File: src/rtl/rv_pkg.sv
// Shared RV32I register-file constants and types used by the register file,
// its bus interface and the read-port mux.
package rv_pkg;

  localparam int XLEN   = 32;
  localparam int NREG   = 32;
  localparam int REG_AW = $clog2(NREG);

  localparam logic [REG_AW-1:0] REG_ZERO = REG_AW'(0);

  typedef logic [XLEN-1:0]   xlen_t;
  typedef logic [REG_AW-1:0] reg_addr_t;

  function automatic logic is_zero_reg(input reg_addr_t addr);
    return addr == REG_ZERO;
  endfunction

endpackage

File: src/rtl/rf_regfile_if.sv
// Register-file bus: decode-side read addresses, writeback-side write
// request, and the two combinational read-data returns.
interface rf_regfile_if #(
  parameter int XLEN = rv_pkg::XLEN,
  parameter int NREG = rv_pkg::NREG
);
  localparam int AW = $clog2(NREG);

  logic            we;
  logic [AW-1:0]   rs1;
  logic [AW-1:0]   rs2;
  logic [AW-1:0]   rd;
  logic [XLEN-1:0] wd;
  logic [XLEN-1:0] rd1;
  logic [XLEN-1:0] rd2;

  modport master (
    output we, rs1, rs2, rd, wd,
    input  rd1, rd2
  );

  modport slave (
    input  we, rs1, rs2, rd, wd,
    output rd1, rd2
  );

endinterface

File: src/rtl/rf_read_port.sv
// One combinational read port: selects a register by address and forces
// zero for x0 regardless of what sits in slot 0 of the flattened array.
module rf_read_port #(
  parameter  int XLEN = rv_pkg::XLEN,
  parameter  int NREG = rv_pkg::NREG,
  localparam int AW   = $clog2(NREG)
) (
  input  logic [AW-1:0]              addr,
  input  logic [NREG-1:0][XLEN-1:0]  regs,
  output logic [XLEN-1:0]            data
);

  assign data = (addr == AW'(0)) ? '0 : regs[addr];

endmodule

File: src/rtl/rf_regfile.sv
// RV32I integer register file: x1..x31 in flops with async active-low reset,
// one synchronous write port, two combinational read ports, x0 reads zero.
module rf_regfile #(
  parameter  int XLEN = rv_pkg::XLEN,
  parameter  int NREG = rv_pkg::NREG,
  localparam int AW   = $clog2(NREG)
) (
  input  logic          clk,
  input  logic          rst_n,
  rf_regfile_if.slave   bus
);

  // Slot 0 is a constant so the read muxes can index the full address space.
  logic [NREG-1:0][XLEN-1:0] regs_all;

  assign regs_all[0] = '0;

  for (genvar gi = 1; gi < NREG; gi++) begin : g_reg
    logic            wr_sel;
    logic [XLEN-1:0] x_d;
    logic [XLEN-1:0] x_q;

    assign wr_sel = bus.we && (bus.rd == AW'(gi));

    always_comb begin
      x_d = x_q;
      if (wr_sel) begin
        x_d = bus.wd;
      end
    end

    always_ff @(posedge clk or negedge rst_n) begin
      if (!rst_n) begin
        x_q <= '0;
      end else begin
        x_q <= x_d;
      end
    end

    assign regs_all[gi] = x_q;
  end

  rf_read_port #(
    .XLEN (XLEN),
    .NREG (NREG)
  ) u_read_port_1 (
    .addr (bus.rs1),
    .regs (regs_all),
    .data (bus.rd1)
  );

  rf_read_port #(
    .XLEN (XLEN),
    .NREG (NREG)
  ) u_read_port_2 (
    .addr (bus.rs2),
    .regs (regs_all),
    .data (bus.rd2)
  );

endmodule

File: src/flat_wrapper.sv
// flat-port wrapper written by rule: the top's interface ports become plain ports
module rf_regfile_flat 
#(
  parameter  int XLEN = rv_pkg::XLEN,
  parameter  int NREG = rv_pkg::NREG,
  localparam int AW   = $clog2(NREG)
)
  (clk, rst_n, bus_we, bus_rs1, bus_rs2, bus_rd, bus_wd, bus_rd1, bus_rd2);
  rf_regfile_if #(.XLEN(XLEN), .NREG(NREG)) bus_i ();
  input  logic clk;
  input  logic rst_n;
  input wire logic [$bits(bus_i.we)-1:0] bus_we;
  input wire logic [$bits(bus_i.rs1)-1:0] bus_rs1;
  input wire logic [$bits(bus_i.rs2)-1:0] bus_rs2;
  input wire logic [$bits(bus_i.rd)-1:0] bus_rd;
  input wire logic [$bits(bus_i.wd)-1:0] bus_wd;
  output wire logic [$bits(bus_i.rd1)-1:0] bus_rd1;
  output wire logic [$bits(bus_i.rd2)-1:0] bus_rd2;
  assign bus_i.we = bus_we;
  assign bus_i.rs1 = bus_rs1;
  assign bus_i.rs2 = bus_rs2;
  assign bus_i.rd = bus_rd;
  assign bus_i.wd = bus_wd;
  assign bus_rd1 = bus_i.rd1;
  assign bus_rd2 = bus_i.rd2;
  rf_regfile #(.XLEN(XLEN), .NREG(NREG)) u_core (.clk(clk), .rst_n(rst_n), .bus(bus_i));
endmodule
File: config.mk
export PLATFORM = sky130hd
export DESIGN_NAME = rf_regfile_flat
export DESIGN_NICKNAME = d
export VERILOG_FILES = /design/src/rtl/rv_pkg.sv /design/src/rtl/rf_regfile_if.sv /design/src/rtl/rf_read_port.sv /design/src/rtl/rf_regfile.sv /design/src/flat_wrapper.sv
export SDC_FILE = /design/constraint.sdc
export NUM_CORES = 2
export LEC_CHECK = 0
export ABC_AREA = 1
export ABC_CLOCK_PERIOD_IN_PS = 2000
export CAP_MARGIN = 10
export CORE_MARGIN = 1.5
export CORE_UTILIZATION = 45
export CTS_CLUSTER_DIAMETER = 50
export DETAILED_ROUTE_END_ITERATION = 12
export MAX_ROUTING_LAYER = met4
export PLACE_DENSITY = 0.68
export SLEW_MARGIN = 10
export SYNTH_ARGS = -nofsm -noshare
export SYNTH_HDL_FRONTEND = slang
export SYNTH_SLANG_ARGS = --single-unit
File: constraint.sdc
create_clock -name clk -period 2 [get_ports clk]
set_clock_uncertainty 0.05 [all_clocks]
set_input_delay 0.3 -clock clk [delete_from_list [all_inputs] [get_ports clk]]
set_output_delay 0.3 -clock clk [all_outputs]
set_load 0.01 [all_outputs]
# After elaboration in Yosys (flattened, before gate mapping)
# Cells that the tools add are included.
dict set report word_totals {
  wordCells 103
  register_bits 992
}
dict set report op_classes {
  n_eq_ne 31
  reduce_logical 33
  mux 6
  magnitude_cmp 2
}
# operator n
set ops {}
lappend ops {{binary-select mux 32 bit (select 5 bit)} 2}
lappend ops {{2-to-1 mux 32 bit} 4}
lappend ops {{== test 5 bit (second input constant)} 16}
lappend ops {{== test 5 x 4 -> 1 bit (second input constant)} 8}
lappend ops {{logical AND 1 bit} 31}
lappend ops {{== test 5 x 3 -> 1 bit (second input constant)} 4}
lappend ops {{less-than comparator 5 x 6 -> 1 bit (second input constant)} 2}
lappend ops {{== test 5 x 2 -> 1 bit (second input constant)} 2}
lappend ops {{zero test 5 bit} 2}
lappend ops {{== test 5 x 1 -> 1 bit (second input constant)} 1}

# Logic depth before layout (Yosys ltp)
dict set report depth {
  ltp_word 3
  ltp_mapped 12
}

# Hierarchy
# Synthesis repeated with hierarchy kept, for this count alone.
dict set report unflattened {
  cells_unflattened 9390
  hier_area_um2 61056.1
}
# module instances seq_area_each_um2 area_per_inst_um2 cells_per_inst
set modules_own_cells {}
lappend modules_own_cells {rf_regfile 1 24823.8 39580.5 4462}
lappend modules_own_cells {rf_read_port 2 0.0 10737.8 2464}

# Worst setup path before layout
# OpenSTA, ideal clock, no wires.
dict set report synth_timing {
  kind {input port to output port}
  from {input port bus_rs1[0]}
  to {output port bus_rd1[17]}
  stages 12
  n_path_buf 4
  path_slack_ns 0.281
  arrival_time_ns 1.369
  path_cell_list {buf_4 inv_2 buf_6 buf_6 buf_2 nand2_1 nand3_1 nand3_1 nand3_1 nand2_1 nand2_1 nand2_1}
}
dict set report synth_between {
  elab_chain_cells 3
}
# item line
set synth_lines {}
lappend synth_lines {{start: declaration} flat_wrapper.sv:13} ;# input wire logic [$bits(bus_i.rs1)-1:0] bus_rs1;
lappend synth_lines {{binary-select mux 32 bit (select 5 bit)} rf_read_port.sv:13} ;# assign data = (addr == AW'(0)) ? '0 : regs[addr];
lappend synth_lines {{2-to-1 mux 32 bit (implied by the code)} rf_read_port.sv:13}
lappend synth_lines {{2-to-1 mux 32 bit (*)} rf_read_port.sv:13}
lappend synth_lines {{end: declaration} flat_wrapper.sv:17} ;# output wire logic [$bits(bus_i.rd1)-1:0] bus_rd1;
# Mark *: on every way between the ends. The rest lies on a longest branch, timed or not. The select of a mux whose other input is x is not followed.

# Final worst setup path
dict set report layout_timing {
  from {register u_core.g_reg[11].x_q[18]}
  to {output port bus_rd1[18]}
}
dict set report layout_between {
  elab_chain_cells 3
}
# item line
set layout_lines {}
lappend layout_lines {{start: declaration} rf_regfile.sv:21} ;# logic [XLEN-1:0] x_q;
lappend layout_lines {{start signal: assignment} rf_regfile.sv:34} ;# x_q <= '0;
lappend layout_lines {{start signal: assignment} rf_regfile.sv:36} ;# x_q <= x_d;
lappend layout_lines {{binary-select mux 32 bit (select 5 bit)} rf_read_port.sv:13}
lappend layout_lines {{2-to-1 mux 32 bit (implied by the code)} rf_read_port.sv:13}
lappend layout_lines {{2-to-1 mux 32 bit} rf_read_port.sv:13}
# No other way between the ends. The select of a mux whose other input is x is not followed.

==> reports/summary.txt <==
outcome - finished, violations left
violated checks - setup timing
initial antenna violation count - 2
Fin. Hold Viols - 0
total global routing overflow - 0
Yosys cell types - 25
Worst Path Required - 1.65 ns
crit start category - register
final worst setup slack - -0.385 ns
Leak Pwr - 36.0 nW
post-synthesis async set-or-reset flop share - 1.00
htree depth - 4
Root Buffer Master - clkbuf_16
Detailed Route Iter0 Violations - 8782
YS warnings - 0
syn nets - 8463
Final setup viols - 64
CTS buffer count - 134
Post-Syn Area - 57200 µm²
Synth Area in Compound Gates - 0.104
Die Width - 360 µm
Design Power - 68.0 mW
Cells after Synth - 8413
post-synth top area share - 0.434
slowest stage delay, CP - 0.38 ns
clock slew at reported path FFs - 0.06 ns
RSZ-0062 raised after global routing - yes
drt pass-1 iters - 9
Top Ports - 114
clk_lat worst skew - 0.77 ns
Tcrit/Tclk final - 1.19
post-synthesis mux area share - 0
synthesis-stage register bit count - 992
Worst Path Class, Setup - register to output port
Biggest register - u_core.g.x_q
# rows - 130
ranking of synthesized cells by area - dfrtp_1 (43%), nand2_1 (20%), nand3_1 (13%), o21ai_0 (5.7%), inv_1 (4.7%)
ys flop type - dfrtp_1
Antenna Nets Post-Route - 0
Largest regs - u_core.g.x_q x992
vias in the first global route - 57616
Setup WS pre-CTS - -0.608 ns
Synth top cells by count - nand2_1 (3075), nand3_1 (1503), dfrtp_1 (992)
dpl hpwl - 147000 µm
Largest delay share family, worst path - simple AND/OR/NAND/NOR gates
Synth area leader - dfrtp_1
power density cells - 924 nW/µm²
fmax - 419 MHz
Post-synth EDFFs - 0
CP dominant cell by count - nand2_2
largest family of logic cells by synthesized area - simple AND/OR/NAND/NOR gates
CTS tree - yes
vias per cell - 5.86
vias - 61345
critical path fanouts, max - 2
max-cap violation count - 0
Synth Area in Simple Gates - 0.357
DP Area - 65000 µm²
adder-cell share of the synthesized area - 0
min Tclk post-route - 2.39 ns
worst slew pin tran - 0.712 ns
most frequent cell after synthesis - nand2_1
CTS sink count - 992
Die Ht - 360 µm
fin area - 73600 µm²
IO Port Bufs - 113
WL/cell - 22.1 µm
Final Slew Violations - 0
slowest CP cell - dfrtp_1
Nets - 8761
crit-path cells - inv_1, nand2_1, nand3_1, nand3_1, nand3_2, nand2_2, nand2_2, nand2_2, buf_12, buf_6
GR Util All Layers - 0.359
Area growth syn-to-layout - 28.7%
Critical Path Sink Type - output port
buffer and inverter count on the worst path - 3
routability cong. - 0.985
Max Buffers Root-to-Sink - 3
share of cells above drive strength 1 - 0.215
worst min path class - input port to asynchronous set/reset pin
Max IR drop VDD - 0.794 mV
Core ar. - 126000 µm²
DRC - 0
Slew headroom - 0.524
final WL - 231000 µm
global-route wire length before repair - 349000 µm
Avg Inst Size Synth - 6.80 µm²
placed cells - 10098
Arr. time, crit path - 2.04 ns
pin count of the biggest net entering global routing - 95
max reg flops - 992
sequential area share after synthesis - 0.434
Post-Synth XOR/XNOR Area - 0
Die Footprint - 129000 µm²
starting density of the core - 0.454
Non-Filler Instances - 10466
-- final timing paths --
kind | slack, ns | endpoint | cells after the start | from
max in group asynchronous | 0.51 | u_core.g_reg[9].x_q[30]$_DFFE_PN0P_ | 3 | rst_n
max | -0.39 | bus_rd1[18] | 10 | u_core.g_reg[11].x_q[18]$_DFFE_PN0P_
min in group clk | 0.31 | u_core.g_reg[6].x_q[19]$_DFFE_PN0P_ | 4 | bus_wd[19]
min reg2reg | 0.43 | u_core.g_reg[10].x_q[3]$_DFFE_PN0P_ | 2 | u_core.g_reg[10].x_q[3]$_DFFE_PN0P_
min | 0.25 | u_core.g_reg[25].x_q[19]$_DFFE_PN0P_ | 3 | rst_n
max reg2reg | 0.93 | u_core.g_reg[20].x_q[14]$_DFFE_PN0P_ | 5 | u_core.g_reg[20].x_q[14]$_DFFE_PN0P_
-- metrics by stage --
step | TNS (ns) | hold WS, ns | utilization
after floorplan | 0 | -0.0456 | -
after global placement | -52.54 | 0.191 | 0.517
after detailed placement | -71.45 | 0.190 | 0.517
after CTS | -19.77 | 0.235 | 0.569
after global routing | -22.58 | 0.272 | 0.585
final | -18.71 | 0.254 | 0.585
-- final cells by class --
class	instances	area [µm²]
repair buffers	855	10000
clock buffers	166	3770
clock inverters	73	876
flip-flops and latches	992	24800
well taps	1650	2060
diodes	2	5.00
fillers	11315	52300
multi-input cells	6005	29300
inverters	723	2750
-- routing by layer --
metal  share of wire  global-route usage
met2            0.44               0.529
met3            0.12              0.0738
met5               0                   -
met1            0.39               0.469
met4           0.052               0.178
-- layout by cell type, fill, tap and decap left out, types with 2 or more instances in the layout --
cell type | synthesis | layout
nor2_4 | 13 | 32
buf_8 | 0 | 5
a21oi_2 | 0 | 29
clkinvlp_4 | 0 | 11
buf_12 | 0 | 251
inv_6 | 0 | 15
nand2_4 | 16 | 67
bufinv_16 | 0 | 14
nor2_2 | 4 | 18
clkbuf_1 | 305 | 9
nor2_1 | 129 | 96
buf_2 | 271 | 4
buf_6 | 27 | 91
buf_4 | 36 | 463
nand2_2 | 11 | 148
clkbuf_8 | 0 | 17
o21ai_1 | 342 | 342
inv_2 | 10 | 150
clkinv_4 | 0 | 7
dlygate4sd3_1 | 0 | 3
inv_1 | 712 | 566
nand2_1 | 3075 | 2886
nand3_4 | 1 | 13
clkinv_2 | 0 | 21
diode_2 | 0 | 2
dfrtp_1 | 992 | 992
or2_4 | 1 | 61
a21oi_1 | 194 | 165
o21ai_0 | 650 | 650
nand3_1 | 1503 | 1173
nand3_2 | 5 | 323
clkbuf_16 | 0 | 140
clkdlybuf4s50_1 | 0 | 38
inv_8 | 0 | 8
inv_4 | 0 | 2
-- worst min-delay path: stages --
cell and delay, ns:
dlygate4sd3_1 0.56, buf_8 0.32, buf_12 0.26
-- report_power, final --
group / internal, mW / switching [mW]
registers: 23.8 / 2.74
clock network: 15.3 / 9.98
logic: 6.70 / 9.49
-- cells by family after synthesis --
| kind of cell | count (synthesis) |
|---|---|
| buffers and inverters | 1416 |
| AO/OA/AOI/OAI | 1186 |
| AND/OR/NAND/NOR | 4819 |
| flip-flops | 992 |
-- repair_timing --
action	in CTS	in global routing
resized for setup	762	451
pin swaps	272	301
endpoints found under the hold margin	678	0
setup endpoints to repair	64	64
setup buffers	57	68
hold buffers	3	0
Power figures use the tool's default switching activity.
